### src/rtl/rob_cmpl_arb_if.sv
// Completion-port bundle: per-requester beats in, registered completion out.
// master = execution-unit side, slave = arbiter side.
interface rob_cmpl_arb_if #(
  parameter int unsigned K      = 4,
  parameter int unsigned N      = 16,
  parameter int unsigned CMPL_W = 32
);
  localparam int unsigned IDW = $clog2(N);
  localparam int unsigned SW  = $clog2(K);

  logic [K-1:0]        req_vld;
  logic [K*IDW-1:0]    req_id;
  logic [K*CMPL_W-1:0] req_data;
  logic [K-1:0]        req_rdy;

  logic                cmpl_vld;
  logic [IDW-1:0]      cmpl_id;
  logic [CMPL_W-1:0]   cmpl_data;
  logic [SW-1:0]       cmpl_src;
  logic                busy_r;

  modport master (
    output req_vld, req_id, req_data,
    input  req_rdy, cmpl_vld, cmpl_id, cmpl_data, cmpl_src, busy_r
  );

  modport slave (
    input  req_vld, req_id, req_data,
    output req_rdy, cmpl_vld, cmpl_id, cmpl_data, cmpl_src, busy_r
  );
endinterface

### src/rtl/rob_cmpl_arb.sv
// Round-robin arbiter sharing the ROB completion port among K requesters.
// Combinational grant, registered completion output one cycle later.
module rob_cmpl_arb #(
  parameter int unsigned K      = 4,
  parameter int unsigned N      = 16,
  parameter int unsigned CMPL_W = 32
) (
  input  logic           clk,
  input  logic           rst,
  input  logic           en,
  input  logic           clear,
  rob_cmpl_arb_if.slave  bus
);
  localparam int unsigned IDW = $clog2(N);
  localparam int unsigned SW  = $clog2(K);

  logic [SW-1:0]     ptr_q, ptr_d;
  logic [SW-1:0]     gnt_idx;
  logic              gnt_vld;
  logic [K-1:0]      rdy;
  logic              busy_q, busy_d;
  logic              cmpl_vld_q;
  logic [IDW-1:0]    cmpl_id_q;
  logic [CMPL_W-1:0] cmpl_data_q;
  logic [SW-1:0]     cmpl_src_q;
  int unsigned       cand;

  // First valid requester scanning from ptr_q upward, wrapping at K-1.
  always_comb begin
    gnt_vld = 1'b0;
    gnt_idx = '0;
    cand    = 0;
    for (int unsigned j = 0; j < K; j++) begin
      cand = 32'(ptr_q) + j;
      if (cand >= K) cand = cand - K;
      if (!gnt_vld && bus.req_vld[cand[SW-1:0]]) begin
        gnt_vld = 1'b1;
        gnt_idx = cand[SW-1:0];
      end
    end
    if (!en || clear || rst) gnt_vld = 1'b0;
  end

  always_comb begin
    rdy = '0;
    if (gnt_vld) rdy[gnt_idx] = 1'b1;
  end

  always_comb begin
    ptr_d = ptr_q;
    if (clear) begin
      ptr_d = '0;
    end else if (gnt_vld) begin
      ptr_d = (gnt_idx == SW'(K - 1)) ? '0 : gnt_idx + 1'b1;
    end
  end

  assign busy_d = clear ? 1'b0 : |(bus.req_vld & ~rdy);

  always_ff @(posedge clk) begin
    if (rst) begin
      ptr_q       <= '0;
      busy_q      <= 1'b0;
      cmpl_vld_q  <= 1'b0;
      cmpl_id_q   <= '0;
      cmpl_data_q <= '0;
      cmpl_src_q  <= '0;
    end else begin
      ptr_q      <= ptr_d;
      busy_q     <= busy_d;
      cmpl_vld_q <= gnt_vld;
      // Payload holds when idle; it is don't-care while cmpl_vld is low.
      if (gnt_vld) begin
        cmpl_id_q   <= bus.req_id[gnt_idx*IDW +: IDW];
        cmpl_data_q <= bus.req_data[gnt_idx*CMPL_W +: CMPL_W];
        cmpl_src_q  <= gnt_idx;
      end
    end
  end

  assign bus.req_rdy   = rdy;
  assign bus.cmpl_vld  = cmpl_vld_q;
  assign bus.cmpl_id   = cmpl_id_q;
  assign bus.cmpl_data = cmpl_data_q;
  assign bus.cmpl_src  = cmpl_src_q;
  assign bus.busy_r    = busy_q;
endmodule
### src/flat_wrapper.sv
// flat-port wrapper written by rule: the top's interface ports become plain ports
module rob_cmpl_arb_flat 
#(
  parameter int unsigned K      = 4,
  parameter int unsigned N      = 16,
  parameter int unsigned CMPL_W = 32
)
  (clk, rst, en, clear, bus_req_vld, bus_req_id, bus_req_data, bus_req_rdy, bus_cmpl_vld, bus_cmpl_id, bus_cmpl_data, bus_cmpl_src, bus_busy_r);
  rob_cmpl_arb_if #(.K(K), .N(N), .CMPL_W(CMPL_W)) bus_i ();
  input  logic clk;
  input  logic rst;
  input  logic en;
  input  logic clear;
  input wire logic [$bits(bus_i.req_vld)-1:0] bus_req_vld;
  input wire logic [$bits(bus_i.req_id)-1:0] bus_req_id;
  input wire logic [$bits(bus_i.req_data)-1:0] bus_req_data;
  output wire logic [$bits(bus_i.req_rdy)-1:0] bus_req_rdy;
  output wire logic [$bits(bus_i.cmpl_vld)-1:0] bus_cmpl_vld;
  output wire logic [$bits(bus_i.cmpl_id)-1:0] bus_cmpl_id;
  output wire logic [$bits(bus_i.cmpl_data)-1:0] bus_cmpl_data;
  output wire logic [$bits(bus_i.cmpl_src)-1:0] bus_cmpl_src;
  output wire logic [$bits(bus_i.busy_r)-1:0] bus_busy_r;
  assign bus_i.req_vld = bus_req_vld;
  assign bus_i.req_id = bus_req_id;
  assign bus_i.req_data = bus_req_data;
  assign bus_req_rdy = bus_i.req_rdy;
  assign bus_cmpl_vld = bus_i.cmpl_vld;
  assign bus_cmpl_id = bus_i.cmpl_id;
  assign bus_cmpl_data = bus_i.cmpl_data;
  assign bus_cmpl_src = bus_i.cmpl_src;
  assign bus_busy_r = bus_i.busy_r;
  rob_cmpl_arb #(.K(K), .N(N), .CMPL_W(CMPL_W)) u_core (.clk(clk), .rst(rst), .en(en), .clear(clear), .bus(bus_i));
endmodule
### config.mk
export PLATFORM = sky130hd
export DESIGN_NAME = rob_cmpl_arb_flat
export DESIGN_NICKNAME = d
export VERILOG_FILES = /design/src/rtl/rob_cmpl_arb_if.sv /design/src/rtl/rob_cmpl_arb.sv /design/src/flat_wrapper.sv
export SDC_FILE = /design/constraint.sdc
export NUM_CORES = 1
export LEC_CHECK = 0
export CORE_MARGIN = 2
export CORE_UTILIZATION = 39
export CTS_CLUSTER_DIAMETER = 150
export DETAILED_ROUTE_END_ITERATION = 16
export GPL_TIMING_DRIVEN = 0
export PLACE_DENSITY = 0.87
export SYNTH_ARGS = -nofsm -noshare
export SYNTH_HDL_FRONTEND = slang
export SYNTH_SLANG_ARGS = --single-unit
export TNS_END_PERCENT = 50
### constraint.sdc
create_clock -name clk -period 5.73 [get_ports clk]
set_clock_uncertainty 0.05 [all_clocks]
set_input_delay 0.573 -clock clk [delete_from_list [all_inputs] [get_ports clk]]
set_output_delay 0.573 -clock clk [all_outputs]
set_load 0.01 [all_outputs]
==> results of run 1 <==
## logic make-up (layout without fill, tap and decap cells)
logic type,Yosys count,after routing,share of synthesized area (%)
buf+inv,38,237,6.97
fa+ha+maj,2,2,0.872
simple gates,91,91,18.2
mux,40,40,13.9
flops,42,42,29.3
compound gates,117,117,30.7
## critical path, stage by stage
cell	delay [ns]
clkdlybuf4s50_1	0.54
mux2i_1	0.23
or2_1	0.12
buf_2	0.24
clkbuf_1	0.33
nand4_1	0.32
nor2_1	0.17
clkdlybuf4s50_1	0.56
## cell type report
class | count | area (um^2)
buffer | 34 | 183
tap | 99 | 124
fill | 577 | 2170
sequential | 42 | 841
timing repair buffer | 193 | 1930
multi-input combinational | 250 | 1830
clock buffer | 6 | 82.6
inverter | 4 | 17.5
## layer usage
layer | vias up | track usage [%] | routed length (um)
li1 | 1680 | - | -
met1 | 1629 | 30.4 | 4180
met2 | 167 | 48.2 | 5490
met3 | 16 | 7.12 | 889
met4 | 0 | 7.69 | 215
met5 | - | 0 | 0
## power by group
part	internal, mW	switching [mW]	total, mW	leakage [nW]
Sequential	0.313	0.0113	0.324	0.344
Combinational	0.186	0.129	0.315	1.53
Clock	0.0932	0.100	0.194	0.0431
Total	0.592	0.241	0.833	1.92
## worst max-delay path by stage
stage | startpoint | end | cells after the start
global placement | bus_req_vld[2] | bus_req_rdy[3] | 8
floorplan | bus_req_vld[3] | u_core.bus.busy_r | 11
detailed placement | bus_req_vld[2] | bus_req_rdy[2] | 10
finish | bus_req_vld[2] | bus_req_rdy[3] | 8
CTS | bus_req_vld[2] | bus_req_rdy[2] | 10
global route | bus_req_vld[2] | bus_req_rdy[1] | 8
## placed cells by master, fill, tap and decap left out, types with 2 or more instances in the layout
| master | synthesis | routed |
|---|---|---|
| clkdlybuf4s50_1 | 0 | 193 |
| or3_1 | 2 | 2 |
| clkbuf_8 | 0 | 6 |
| or2_1 | 2 | 2 |
| and2_1 | 2 | 2 |
| buf_4 | 5 | 5 |
| nand4_1 | 26 | 26 |
| buf_2 | 8 | 8 |
| nor2_2 | 2 | 2 |
| o211ai_1 | 25 | 25 |
| nor2_1 | 6 | 6 |
| dfxtp_1 | 42 | 42 |
| and4_1 | 10 | 10 |
| a21o_1 | 26 | 26 |
| buf_6 | 2 | 2 |
| a21boi_0 | 2 | 2 |
| o31ai_1 | 25 | 25 |
| clkbuf_1 | 18 | 18 |
| a21oi_1 | 14 | 14 |
| nand2b_1 | 2 | 2 |
| nand2_1 | 29 | 29 |
| mux2i_1 | 40 | 40 |
| ha_1 | 2 | 2 |
| a211oi_1 | 20 | 20 |
| nor3_1 | 5 | 5 |
## registers in the layout (all words and copies together) (netlist names)
name and count:
u_core.bus.cmpl_id 4, u_core.bus.busy_r 1, u_core.bus.cmpl_vld 1, u_core.bus.cmpl_data 32
u_core.ptr_q 2, u_core.bus.cmpl_src 2
## through the flow
| step | util, % | instances | worst slack, ns | power, mW |
|---|---|---|---|---|
| global route | 69.8 | 628 | 1.87 | 0.877 |
| floorplan | - | 330 | 3.22 | 0.466 |
| finish | 69.8 | 628 | 2.01 | 0.833 |
| detailed placement | 68.6 | 622 | 2.02 | 0.645 |
| global placement | 68.6 | 622 | 2.06 | 0.639 |
| CTS | 69.8 | 628 | 2.01 | 0.841 |
==> flow_metrics.tcl, run 1 <==
set metrics [dict create \
    initial_core_util_pct 40.0 \
    yosysSeqAreaShare_pct 29.3 \
    die_w_um 89.8 \
    crit_arrival_ns 3.10 \
    worstHoldStart "u_core.bus.cmpl_src[0]" \
    whs_path_depth 2 \
    cts.repair.resized 0 \
    maxCapViolations 0 \
    synth_warnings 0 \
    die_height_um 89.8 \
    power_density_nw_per_um2 166 \
    grt_pass1_vias 3581 \
    layout_min_cycle_time_ns 3.72 \
    clk_pin_slew_ns 0.08 \
    postCtsHoldBufs 0 \
    outcome "finished clean" \
    dpl.hpwl_um 8480 \
    grt_max_degree 12 \
    post_cts.repair.setup_buffers 0 \
    hold_path.class "reg2reg" \
    ff2ff_path_depth 11 \
    hold_viol 0 \
    hold_ws_ns 0.411 \
    wl_per_cell_um 17.2 \
    routed_wl_um 10800 \
    synth_top_area_share_pct 29.3 \
    gp_congestion 0.878 \
    ys_top_cells_by_area "dfxtp_1, mux2i_1, a21o_1, o211ai_1, o31ai_1" \
    setup_tns_ns 0 \
    netlist_area_um2 2870 \
    numCtsBuffers 5 \
    cts_tree "built" \
    synth-edff-count 0 \
    drv_slew 0 \
    rrSetupSlack_ns 3.21 \
    postPlaceCellArea_um2 4930 \
    h-tree-depth 2 \
    placement.io_buffers 193 \
    synth_commonest_cells "dfxtp_1, mux2i_1, nand2_1" \
    cts_root_buffer "clkbuf_8" \
    ioPinCount 196 \
    crit_path_start_kind "primary input" \
    post_synth.cell_area_avg_um2 8.70 \
    worst_pin_slew_ns 0.648 \
    stdcell_area_um2 5010 \
    groute.usage.overall_pct 26.5 \
    fin_crit_sh_pct 64.9 \
    area_growth_syn_to_layout_pct 74.5 \
    reg2reg_from "u_core.ptr_q[1]" \
    firstDrtPassIters 4 \
    setup_viol 0 \
    crit_type "in2out" \
    synth_cell_type_count 38 \
    antenna_found_initial 0 \
    n_antenna_cell 0 \
    vias 3492 \
    die_area_um2 8060 \
    grt_pass1_wl_um 17600 \
    synth_ff_type "dfxtp_1" \
    antenna_left 0 \
    final_nets 684 \
    endpoint_kind "output pin" \
    synthCells 330 \
    avgViaCountPerCell 5.56 \
    cp_max_fo 10 \
    reg2reg_to "u_core.bus.busy_r" \
    async_flop_share_pct 0 \
    clock_path_buffers 2 \
    coreArea_um2 7180 \
    p_leak_nw 1.92 \
    cp.required_ns 5.11 \
    overflow 0 \
    clk_latency_ns 0.28 \
    num_rows 31 \
    cts_num_sinks 42 \
    drc 0 \
    max_freq_mhz 269 \
    synth_most_common_cell "dfxtp_1" \
    relSlewSlack_pct 56.8 \
    synth_nets 484 \
    drtIter0Drc 94 \
    ir_drop_uv 89.5 \
    synth-seq-cells 42 \
    drive_above_1_share_pct 6.24 \
    yosysTopAreaCell "dfxtp_1" \
    rsz0062_at_grt "false" \
    whs_endpoint "u_core.bus.cmpl_src[0]" \
]
Power figures use the tool's default switching activity.
==> run 2, diff against run 1 <==
--- a/config.mk
+++ b/config.mk
@@ -6,11 +6,11 @@
 export NUM_CORES = 1
 export LEC_CHECK = 0
 export CORE_MARGIN = 2
-export CORE_UTILIZATION = 39
+export CORE_UTILIZATION = 33
 export CTS_CLUSTER_DIAMETER = 150
 export DETAILED_ROUTE_END_ITERATION = 16
 export GPL_TIMING_DRIVEN = 0
-export PLACE_DENSITY = 0.87
+export PLACE_DENSITY = 0.79
 export SYNTH_ARGS = -nofsm -noshare
 export SYNTH_HDL_FRONTEND = slang
 export SYNTH_SLANG_ARGS = --single-unit
==> constraint.sdc (replaced) <==
create_clock -name clk -period 3 [get_ports clk]
set_clock_uncertainty 0.05 [all_clocks]
set_input_delay 0.3 -clock clk [delete_from_list [all_inputs] [get_ports clk]]
set_output_delay 0.3 -clock clk [all_outputs]
set_load 0.01 [all_outputs]
==> flow_metrics.tcl, run 2 (synthesized netlist as in run 1, its figures left out) <==
set metrics [dict create \
    n_antenna_cell 0 \
    hold_ws_ns 0.325 \
    cpPeakStageDelay_ns 0.53 \
    worstHoldStart "rst" \
    final_cell_mix "clkdlybuf4s50_1, dfxtp_1, mux2i_1, nand2_1" \
    clock_path_buffers 2 \
    clk_latency_ns 0.29 \
    die_height_um 97.3 \
    ioPinCount 196 \
    path_cells "dlygate4sd2_1, mux2i_1, or2_1, clkbuf_4, nand3_4, buf_6, buf_8, ha_1, and2_1, clkdlybuf4s50_1" \
    antenna_found_initial 0 \
    die_area_um2 9460 \
    setup_viol 0 \
    crit_arrival_ns 2.50 \
    grt_max_degree 13 \
    cts_root_buffer "clkbuf_8" \
    avgViaCountPerCell 5.38 \
    setup_tns_ns 0 \
    dpl.hpwl_um 8560 \
    cp_slowest_cell "clkdlybuf4s50_1" \
    fin_crit_sh_pct 95.0 \
    gp_congestion 0.854 \
    ir_drop_uv 170 \
    area_growth_syn_to_layout_pct 76.1 \
    coreArea_um2 8590 \
    dp_slack_ns -0.149 \
    drv_slew 0 \
    layout_min_cycle_time_ns 2.85 \
    clk_pin_slew_ns 0.09 \
    wl_per_cell_um 17.4 \
    hold_path.class "in2reg" \
    placement.io_buffers 193 \
    initial_core_util_pct 33.4 \
    hold_viol 0 \
    cp.required_ns 2.65 \
    crit_type "in2out" \
    p_leak_nw 1.95 \
    grt_pass1_wl_um 17600 \
    fin_ws_ns 0.150 \
    reg2reg_from "u_core.ptr_q[1]" \
    grt_pass1_vias 3605 \
    drtIter0Drc 66 \
    layout_commonest_cell "clkdlybuf4s50_1" \
    relSlewSlack_pct 57.8 \
    cts_num_sinks 42 \
    antenna_left 0 \
    crit_path_start_kind "primary input" \
    final_nets 684 \
    outcome "finished clean" \
    cp_top_family "buffers and inverters" \
    groute.usage.overall_pct 22.6 \
    max_freq_mhz 351 \
    overflow 0 \
    endpoint_kind "output pin" \
    worst_pin_slew_ns 0.633 \
    maxCapViolations 0 \
    cp_max_fo 11 \
    cts_tree "built" \
    die_w_um 97.3 \
    drive_above_1_share_pct 7.16 \
    num_rows 34 \
    power_density_nw_per_um2 329 \
    routed_wl_um 11100 \
    vias 3440 \
    worstSetupStartpoint "bus_req_vld[2]" \
    cp.buffers_inverters 5 \
    firstDrtPassIters 4 \
    h-tree-depth 2 \
    numCtsBuffers 5 \
    largest_reg_flops 32 \
    drc 0 \
    rsz0062_at_grt "false" \
]
run 2: cell count changes in the layout (fill, tap and decap cells not counted), moves of 2 or more:
cell,before,now
clkbuf_2,0,2
clkbuf_8,6,8
clkdlybuf4s50_1,193,190
dlygate4sd2_1,0,2
clkbuf_1,18,16
run 2: final timing paths:
kind / end / slack [ns] / cells past startpoint
setup / recovery: bus_req_rdy[2] / 0.15 / 10
setup reg to reg: u_core.bus.busy_r / 0.56 / 11
hold reg to reg: u_core.bus.cmpl_src[0] / 0.42 / 2
hold / removal: u_core.bus.cmpl_src[0] / 0.33 / 2
run 2: where the power goes:
group	internal [mW]	leakage [nW]	total, mW	switching, mW
Sequential	0.598	0.345	0.619	0.0216
Clock	0.233	0.0575	0.444	0.211
Combinational	0.355	1.55	0.601	0.246
run 2: final cells by class:
| class | instances | area (um^2) |
|---|---|---|
| fill | 777 | 3540 |
| timing repair buffer | 193 | 1930 |
| multi-input combinational | 250 | 1830 |
| sequential | 42 | 842 |
| buffer | 34 | 188 |
| tap | 108 | 135 |
| clock buffer | 8 | 110 |
| inverter | 4 | 17.5 |
run 2: worst reg2reg max path, cell delays in order (launching register included):
cell,delay [ns]
dfxtp_2,0.38
nand2_1,0.10
or2_2,0.28
buf_4,0.18
nand3_4,0.08
buf_6,0.18
buf_8,0.17
ha_1,0.18
a21boi_0,0.13
or3_1,0.37
nor3_1,0.15
nor3_1,0.08
run 2: timing repair:
item / in CTS / in global routing
hold buffers: 0 / 0
pin swaps: 0 / 0
buffers inserted: 0 / 0
resized for setup: 3 / 5
endpoints found under the setup margin: 4 / 4
endpoints found under the hold margin: 0 / 0
run 2: per-layer routing:
metal / wire (um) / GRT usage [%] / part of all wire (%) / up-vias
met3: 967 / 6.69 / 8.7 / 17
met4: 149 / 4.81 / 1.3 / 0
li1: - / - / - / 1680
met2: 5460 / 41.1 / 49 / 164
met1: 4510 / 26.1 / 41 / 1579
met5: 0 / 0 / 0 / -
run 2: per-stage QoR:
stage | util [%] | cell area (um^2) | power (mW) | instances
floorplan | - | 2870 | 0.891 | 330
global placement | 57.5 | 4940 | 1.22 | 631
detailed placement | 57.5 | 4940 | 1.23 | 631
CTS | 58.7 | 5050 | 1.68 | 639
global route | 58.8 | 5050 | 1.74 | 639
finish | 58.8 | 5050 | 1.66 | 639
==> run 3, diff against run 2 <==
--- a/config.mk
+++ b/config.mk
@@ -8,6 +8,7 @@
 export CORE_MARGIN = 2
 export CORE_UTILIZATION = 33
 export CTS_CLUSTER_DIAMETER = 150
+export CTS_CLUSTER_SIZE = 25
 export DETAILED_ROUTE_END_ITERATION = 16
 export GPL_TIMING_DRIVEN = 0
 export PLACE_DENSITY = 0.79
==> results of run 3 <==
Same layout as run 2: the final DEF is identical, and so are final timing and power.
